File: src/rtl/spi_cmd_decoder.sv
// Decodes the leading command byte of each SPI frame and drives coefficient RAM,
// transmit-buffer readback, the control register and the bank-commit strobe.
module spi_cmd_decoder #(
  parameter int CMD_NBITS   = 8,
  parameter int COEFF_NBITS = 24,
  parameter int ADDR_NBITS  = 6,
  parameter int BUF_NBITS   = CMD_NBITS + COEFF_NBITS
) (
  input  logic                   i_clk,
  input  logic                   i_rstn,
  input  logic                   i_frame_active,
  input  logic                   i_rx_cmd_rdy,
  input  logic                   i_rx_data_rdy,
  input  logic [BUF_NBITS-1:0]   i_rx_buf,
  output logic                   o_tx_load,
  output logic [COEFF_NBITS-1:0] o_tx_data,
  output logic                   o_coeff_we,
  output logic [ADDR_NBITS-1:0]  o_coeff_addr,
  output logic [COEFF_NBITS-1:0] o_coeff_wdata,
  input  logic [COEFF_NBITS-1:0] i_coeff_rdata,
  output logic                   o_commit,
  output logic [7:0]             o_ctrl,
  output logic                   o_busy,
  output logic [7:0]             o_err_cnt
);

  localparam logic [1:0] OP_NOP     = 2'b00;
  localparam logic [1:0] OP_WRITE   = 2'b01;
  localparam logic [1:0] OP_READ    = 2'b10;
  localparam logic [1:0] OP_SPECIAL = 2'b11;
  localparam logic [5:0] SEL_CTRL   = 6'h00;
  localparam logic [5:0] SEL_COMMIT = 6'h3F;

  typedef enum logic [2:0] {
    IDLE, CMD, RD_WAIT, RD_LOAD, DATA, EXEC, DONE
  } state_t;

  state_t state, state_next;

  logic frame_q, cmd_rdy_q, data_rdy_q;
  logic frame_rise, frame_fall, cmd_rise, data_rise;
  logic [CMD_NBITS-1:0] cmd_in, cmd_reg;
  logic latch_cmd, do_we, do_ctrl, do_commit, do_load, err_inc;

  assign cmd_in     = i_rx_buf[BUF_NBITS-1 -: CMD_NBITS];
  assign frame_rise = i_frame_active & ~frame_q;
  assign frame_fall = ~i_frame_active & frame_q;
  assign cmd_rise   = i_rx_cmd_rdy & ~cmd_rdy_q;
  assign data_rise  = i_rx_data_rdy & ~data_rdy_q;
  assign o_busy     = (state != IDLE);

  always_ff @(posedge i_clk or negedge i_rstn) begin
    if (!i_rstn) state <= IDLE;
    else         state <= state_next;
  end

  always_comb begin
    state_next = state;
    latch_cmd  = 1'b0;
    do_we      = 1'b0;
    do_ctrl    = 1'b0;
    do_commit  = 1'b0;
    do_load    = 1'b0;
    err_inc    = 1'b0;
    case (state)
      IDLE: if (frame_rise) state_next = CMD;
      CMD: begin
        if (frame_fall) begin
          err_inc    = 1'b1;
          state_next = IDLE;
        end else if (cmd_rise) begin
          latch_cmd = 1'b1;
          case (cmd_in[CMD_NBITS-1 -: 2])
            OP_NOP:   state_next = DONE;
            OP_WRITE: state_next = DATA;
            OP_READ:  state_next = RD_WAIT;
            default: begin
              if (cmd_in[5:0] == SEL_CTRL || cmd_in[5:0] == SEL_COMMIT) begin
                state_next = DATA;
              end else begin
                err_inc    = 1'b1;
                state_next = DONE;
              end
            end
          endcase
        end
      end
      RD_WAIT: state_next = RD_LOAD;
      RD_LOAD: begin
        do_load    = 1'b1;
        state_next = DONE;
      end
      DATA: begin
        // A data_rdy rise coinciding with the frame end still executes.
        if (data_rise) begin
          state_next = EXEC;
        end else if (frame_fall) begin
          err_inc    = 1'b1;
          state_next = IDLE;
        end
      end
      EXEC: begin
        if (cmd_reg[CMD_NBITS-1 -: 2] == OP_WRITE) begin
          do_we = 1'b1;
        end else if (cmd_reg[CMD_NBITS-1 -: 2] == OP_SPECIAL) begin
          do_ctrl   = (cmd_reg[5:0] == SEL_CTRL);
          do_commit = (cmd_reg[5:0] == SEL_COMMIT);
        end
        state_next = DONE;
      end
      DONE: if (!i_frame_active) state_next = IDLE;
      default: state_next = IDLE;
    endcase
  end

  // Edge history resets high so a frame already in progress at reset release is ignored.
  always_ff @(posedge i_clk or negedge i_rstn) begin
    if (!i_rstn) begin
      frame_q       <= 1'b1;
      cmd_rdy_q     <= 1'b1;
      data_rdy_q    <= 1'b1;
      cmd_reg       <= '0;
      o_coeff_addr  <= '0;
      o_coeff_we    <= 1'b0;
      o_coeff_wdata <= '0;
      o_commit      <= 1'b0;
      o_tx_load     <= 1'b0;
      o_tx_data     <= '0;
      o_ctrl        <= 8'h01;
      o_err_cnt     <= 8'h00;
    end else begin
      frame_q    <= i_frame_active;
      cmd_rdy_q  <= i_rx_cmd_rdy;
      data_rdy_q <= i_rx_data_rdy;
      if (latch_cmd) begin
        cmd_reg      <= cmd_in;
        o_coeff_addr <= cmd_in[ADDR_NBITS-1:0];
      end
      o_coeff_we <= do_we;
      if (do_we) o_coeff_wdata <= i_rx_buf[COEFF_NBITS-1:0];
      o_commit  <= do_commit;
      o_tx_load <= do_load;
      if (do_load) o_tx_data <= i_coeff_rdata;
      if (do_ctrl) o_ctrl <= i_rx_buf[7:0];
      if (err_inc && o_err_cnt != 8'hFF) o_err_cnt <= o_err_cnt + 8'd1;
    end
  end

endmodule

File: config.mk
export PLATFORM = sky130hd
export DESIGN_NAME = spi_cmd_decoder
export DESIGN_NICKNAME = d
export VERILOG_FILES = /design/src/rtl/spi_cmd_decoder.sv
export SDC_FILE = /design/constraint.sdc
export NUM_CORES = 1
export LEC_CHECK = 0
export CAP_MARGIN = 20
export CORE_ASPECT_RATIO = 1.5
export CORE_MARGIN = 2
export CORE_UTILIZATION = 40
export CTS_CLUSTER_DIAMETER = 80
export DETAILED_ROUTE_END_ITERATION = 10
export PLACE_DENSITY = 0.83
export SLEW_MARGIN = 5
export SYNTH_ARGS = -nofsm -noshare
export SYNTH_HDL_FRONTEND = slang
export SYNTH_SLANG_ARGS = --single-unit
File: constraint.sdc
create_clock -name i_clk -period 2.5 [get_ports i_clk]
set_clock_uncertainty 0.15 [all_clocks]
set_input_delay 0.5 -clock i_clk [delete_from_list [all_inputs] [get_ports i_clk]]
set_output_delay 0.5 -clock i_clk [all_outputs]
set_load 0.05 [all_outputs]
; Word-level counts from Yosys, hierarchy flattened
; Index checks and enable logic that the tools add are counted.
[word_totals]
latch_bits = 0
output_inout_bits = 74
in_bits = 61
mem_bits_rw = 0
regBits = 87
rom_bits = 0
elab_cells = 77
memories = 0
[classes]
div = 0
mux = 28
n_eq_ne = 17
mul = 0
shifts = 0
bitwise_logic = 8
order_cmp = 0
n_reduce_logical = 10
addsub = 1
[op_table]
columns = operator, n
row1 = two-way mux 1 bit, 18
row2 = two-way mux 3 bit, 6
row3 = one-hot mux 3 bit (6 select lines), 1
row4 = equality test 6 bit (second input constant), 2
row5 = logical NOT 6 bit, 2
row6 = equality test 3 bit (second input constant), 3
row7 = one-hot mux 3 bit (3 select lines), 1
row8 = adder 8 x 1 -> 8 bit (second input constant), 1
row9 = != test 8 bit (second input constant), 1
row10 = equality test 3 x 2 -> 1 bit (second input constant), 2
row11 = != test 3 bit (second input constant), 2
row12 = bitwise AND 1 bit, 4
row13 = equality test 2 x 1 -> 1 bit (second input constant), 2
row14 = equality test 2 bit (second input constant), 2
row15 = != test 2 bit (second input constant), 2
row16 = NOT 1 bit, 4
row17 = AND reduction 4 bit, 1
row18 = equality test 3 x 1 -> 1 bit (second input constant), 1
row19 = logical NOT 3 bit, 1
row20 = nonzero test 3 bit, 1
row21 = OR reduction 3 bit, 1
row22 = logical NOT 2 bit, 1
row23 = two-way mux 2 bit, 1
row24 = one-hot mux 1 bit (2 select lines), 1
row25 = other kinds (3), 3

; Depth between registers and ports, before layout
[depth]
ltp_word = 8
mapped_depth = 6
mapped_depth_nobuf = 5

; Worst setup path before layout
; No wires, ideal clock.
[synth_path]
path_kind = input to register
from = in i_rx_buf[24]
to = reg o_err_cnt[1]
setup_slack_ns = 0.336
setup_time_ns = 0.125
t_arrival_ns = 1.889
path_buffers = 1
stages = 6
t_required_ns = 2.225
cell_sequence = or4_4 -> nor3_4 -> o32ai_2 -> and3_1 -> buf_6 -> mux2_4
[synth_via]
elab_chain_len = 8
word_cells_on_any_way = 9
cone_classes = 1 x eq/ne / 5 x mux / 3 x reduce/logical
[synth_lines]
columns = item, line_no
row1 = from (decl), 14  ; input logic [BUF_NBITS-1:0] i_rx_buf,
row2 = equality test 6 bit or logical NOT 6 bit (tied branches), 78  ; if (cmd_in[5:0] == SEL_CTRL || cmd_in[5:0] == SEL_COMMIT) begin
row3 = logical OR 1 bit (*), 78
row4 = two-way mux 1 bit (*), 78
row5 = two-way mux 1 bit (*), 73  ; case (cmd_in[CMD_NBITS-1 -: 2])
row6 = two-way mux 1 bit (*), 71  ; end else if (cmd_rise) begin
row7 = two-way mux 1 bit (*), 68  ; if (frame_fall) begin
row8 = one-hot mux 1 bit (2 select lines) (*), 65  ; case (state)
row9 = logical AND 1 bit (*), 145  ; if (err_inc && o_err_cnt != 8'hFF) o_err_cnt <= o_err_cnt + 8'd1;
row10 = to (signal assigned), 145
row11 = to (decl), 24  ; output logic [7:0] o_err_cnt
; Mark *: on every way between the ends. The rest lies on a longest branch, timed or not.
; A chain may end at the register's enable or synchronous reset.

; Worst setup path after layout
[layout_path]
from = reg o_ctrl[0]
to = out o_ctrl[0]
[layout_lines]
columns = item, line_no
row1 = from (decl), 22  ; output logic [7:0] o_ctrl,
row2 = from (signal assigned), 144  ; if (do_ctrl) o_ctrl <= i_rx_buf[7:0];
; No word-level cell between the ends.

==> summary.txt <==
Cells and area
  – Final core occ: 0.616
  – Regs by FF count: o_coeff_wdata (24), o_tx_data (24)
  – Fraction of layout cells with a size suffix above 1: 0.191
  – Fin nets: 492
  – Antenna fix cells: 0
  – Finished Layout Cells: 542
  – Design area: 5150 sq um
  – Layout area overhead: 51.0%

Clock network
  – TritonCTS clock tree: done
  – PostCTS Resize Cnt: 0
  – Clk pin slew, worst setup/hold paths: 60 ps
  – H-Tree Depth: 3
  – CTS hold repair buffers: 0
  – Postcts setup bufs: 0
  – Bufs on Longest Clock Path: 2
  – Inserted Clock Buffers: 9
  – Clock Tree Root: clkbuf_16
  – Clk_lat worst skew: 330 ps
  – Clock net sink count: 81

Critical path
  – Worst setup SP type: flip-flop
  – Crit Path Category: flip-flop to output pin
  – CP Data Arrival Time: 1650 ps
  – Slowest CP cell: clkdlybuf4s50_1
  – CP peak stage delay: 800 ps
  – Critical Path Sink Type: output pin
  – Cell Chain, Critical Path: clkdlybuf4s50_1
  – Critical Path Fanout Max: 2
  – CP delay by family, top: buffers and inverters
  – Levels on crit path: 1
  – FF-to-FF path depth: 3
  – WP data required: 1850 ps
  – Buf/Inv on CP: 1

Placement
  – DP Area: 4880 sq um
  – Hpwl dp: 5.79 mm
  – Quantity of I/O buffers inserted on ports: 134
  – Pre-CTS WS: -18.4 ps
  – Placed instance count: 526
  – Final GP Congestion: 0.807

Synth
  – Syn Inst Count: 289
  – Synth area leader: dfrtp_1
  – Post-synth ARST share: 1.00
  – Mapped Nets: 351
  – XOR/XNOR Fraction of Synth Area: 0.00514
  – Post-synth top area share: 0.565
  – Yosys reg bits: 81
  – Synth cell types: 43
  – Mapped Area: 3410 sq um
  – Register area share after synthesis: 0.596
  – Multiplexer share of the synthesized area: 0.147
  – Post-Synth Simple-Gate Area: 0.162
  – Synth Warn #: 0
  – Ranking of synthesized cells by area: dfrtp_1 (57%), mux2_2 (11%), nand2_1 (8.5%)
  – Post-synth EDFFs: 0
  – Post-Synth Adder-Cell Area: 0.00367
  – Synthesized area per cell: 11.8 sq um
  – Main combinational cell family by area after synthesis: simple AND/OR/NAND/NOR gates
  – Top FF cell, synth: dfrtp_1
  – Complex-gate fraction of the synthesized area: 0.0473

Timing
  – RSZ-0062 raised after global routing: false
  – Final setup margin: 198 ps
  – Hold Fails Final Rpt: 0
  – Slew Viols, Final: 0
  – Post-route setup TNS: 0 ps
  – Worst slew pin tran: 585 ps
  – Highest attainable clock frequency: 434 MHz
  – Fin Hold WS: 18.5 ps
  – Period Utilization, post-route: 0.921
  – Minimum clock period: 2300 ps
  – Final setup violating endpoints: 0
  – Worst rel slew slack: 0.610

Drt
  – Post-DR wirelength/cell: 14.2 um
  – DR DRC count: 0
  – Routed vias/inst: 4.87
  – Vias: 2,638
  – Initial DRC Count: 153
  – DRT Pass-1 Iters: 6
  – Routed WL: 7.68 mm
  – Routed Antenna Nets: 0

Status
  – Status: complete, no violations

Pwr
  – VDD IR-drop max: 0.000774 V
  – Leak Pwr: 2.35 nW
  – P per Cell Area: 1400 nW/um^2
  – Power consumption: 7.19 mW

Min path
  – Class of the worst hold path: input pin to asynchronous set/reset pin

Floorplanning
  – Full die area: 9290 sq um
  – Chip height: 117 um
  – Starting Density: 0.408
  – Die Wd: 79.4 um
  – Io pins: 135
  – Site Rows: 41
  – Core ar.: 8360 sq um

Global route
  – Grt ovf: 0
  – Largest net degree at the start of global routing: 47
  – GR Util All Layers: 0.173
  – Vias in the first global route: 2,548
  – Global-route wire length before repair: 12.4 mm
  – Antenna violations before repair: 0

Job
  – Total of max-cap violations: 0
==> synthesized netlist by cell type, drive strengths merged, types with 2 or more instances <==
library cell / number
o21ai: 6
buf: 13
nor2b: 2
nand3: 3
and2b: 2
a31oi: 7
or4: 3
clkbuf: 4
nor2: 4
mux2: 41
nand4: 5
nor3: 4
a21oi: 3
and3: 8
dfrtp: 77
a22oi: 2
inv: 5
dfstp: 4
nand2: 78
nand2b: 4
==> routing by layer <==
layer	vias up	routed length, um	track usage
met1	1276	2990	0.205
met4	0	167	0.0931
li1	1266	-	-
met5	-	0	0
met2	84	4110	0.294
met3	12	423	0.0383
==> logic make-up after synthesis <==
family	Yosys count
mux	42
flops	81
xor+xnor	2
fa+ha+maj	1
simple gates	117
buf+inv	22
compound gates	24
==> area by class of cell <==
| cell class | count | area (sq um) |
|---|---|---|
| clock inverter | 6 | 35.0 |
| multi-input combinational | 186 | 1250 |
| clock buffer | 10 | 229 |
| timing repair buffer | 147 | 1450 |
| fill | 681 | 3210 |
| tap | 107 | 134 |
| sequential | 81 | 2030 |
| inverter | 5 | 18.8 |
==> final timing paths <==
kind                                  from           endpoint  slack [ps]
setup / recovery                 o_ctrl[0]          o_ctrl[0]         200
hold / removal                      i_rstn  o_coeff_wdata[10]          20
setup reg to reg           o_coeff_addr[0]          o_ctrl[6]         250
hold reg to reg              o_tx_data[10]      o_tx_data[10]         330
max in group asynchronous           i_rstn          o_ctrl[0]        1510
min in group i_clk           o_tx_data[10]      o_tx_data[10]         330
==> cells in the final DEF, fill, tap and decap left out, types with 2 or more instances in the layout <==
master and instances:
clkdlybuf4s50_1 132, nand2_1 77, dfrtp_1 77, mux2_2 33, buf_4 14, clkbuf_16 9
mux2_4 8, and3_1 7, a31oi_1 7, o21ai_0 6, nand4_1 5, inv_1 4
nor2_1 4, nand2b_1 4, clkinv_2 4, dfstp_2 4, nand3_1 3, a21oi_1 3
and2b_1 2, nor3_1 2, nor3_4 2, nor2b_1 2, a22oi_1 2, or4_1 2
clkinvlp_4 2
==> where the power goes <==
part	switching, mW	internal (mW)	total [mW]	leakage [nW]
Combinational	2.49	1.38	3.87	1.22
Clock	0.496	0.664	1.16	0.128
Sequential	0.322	1.84	2.16	1.01
Total	3.31	3.88	7.19	2.35
(Power assumes the default switching activity.)
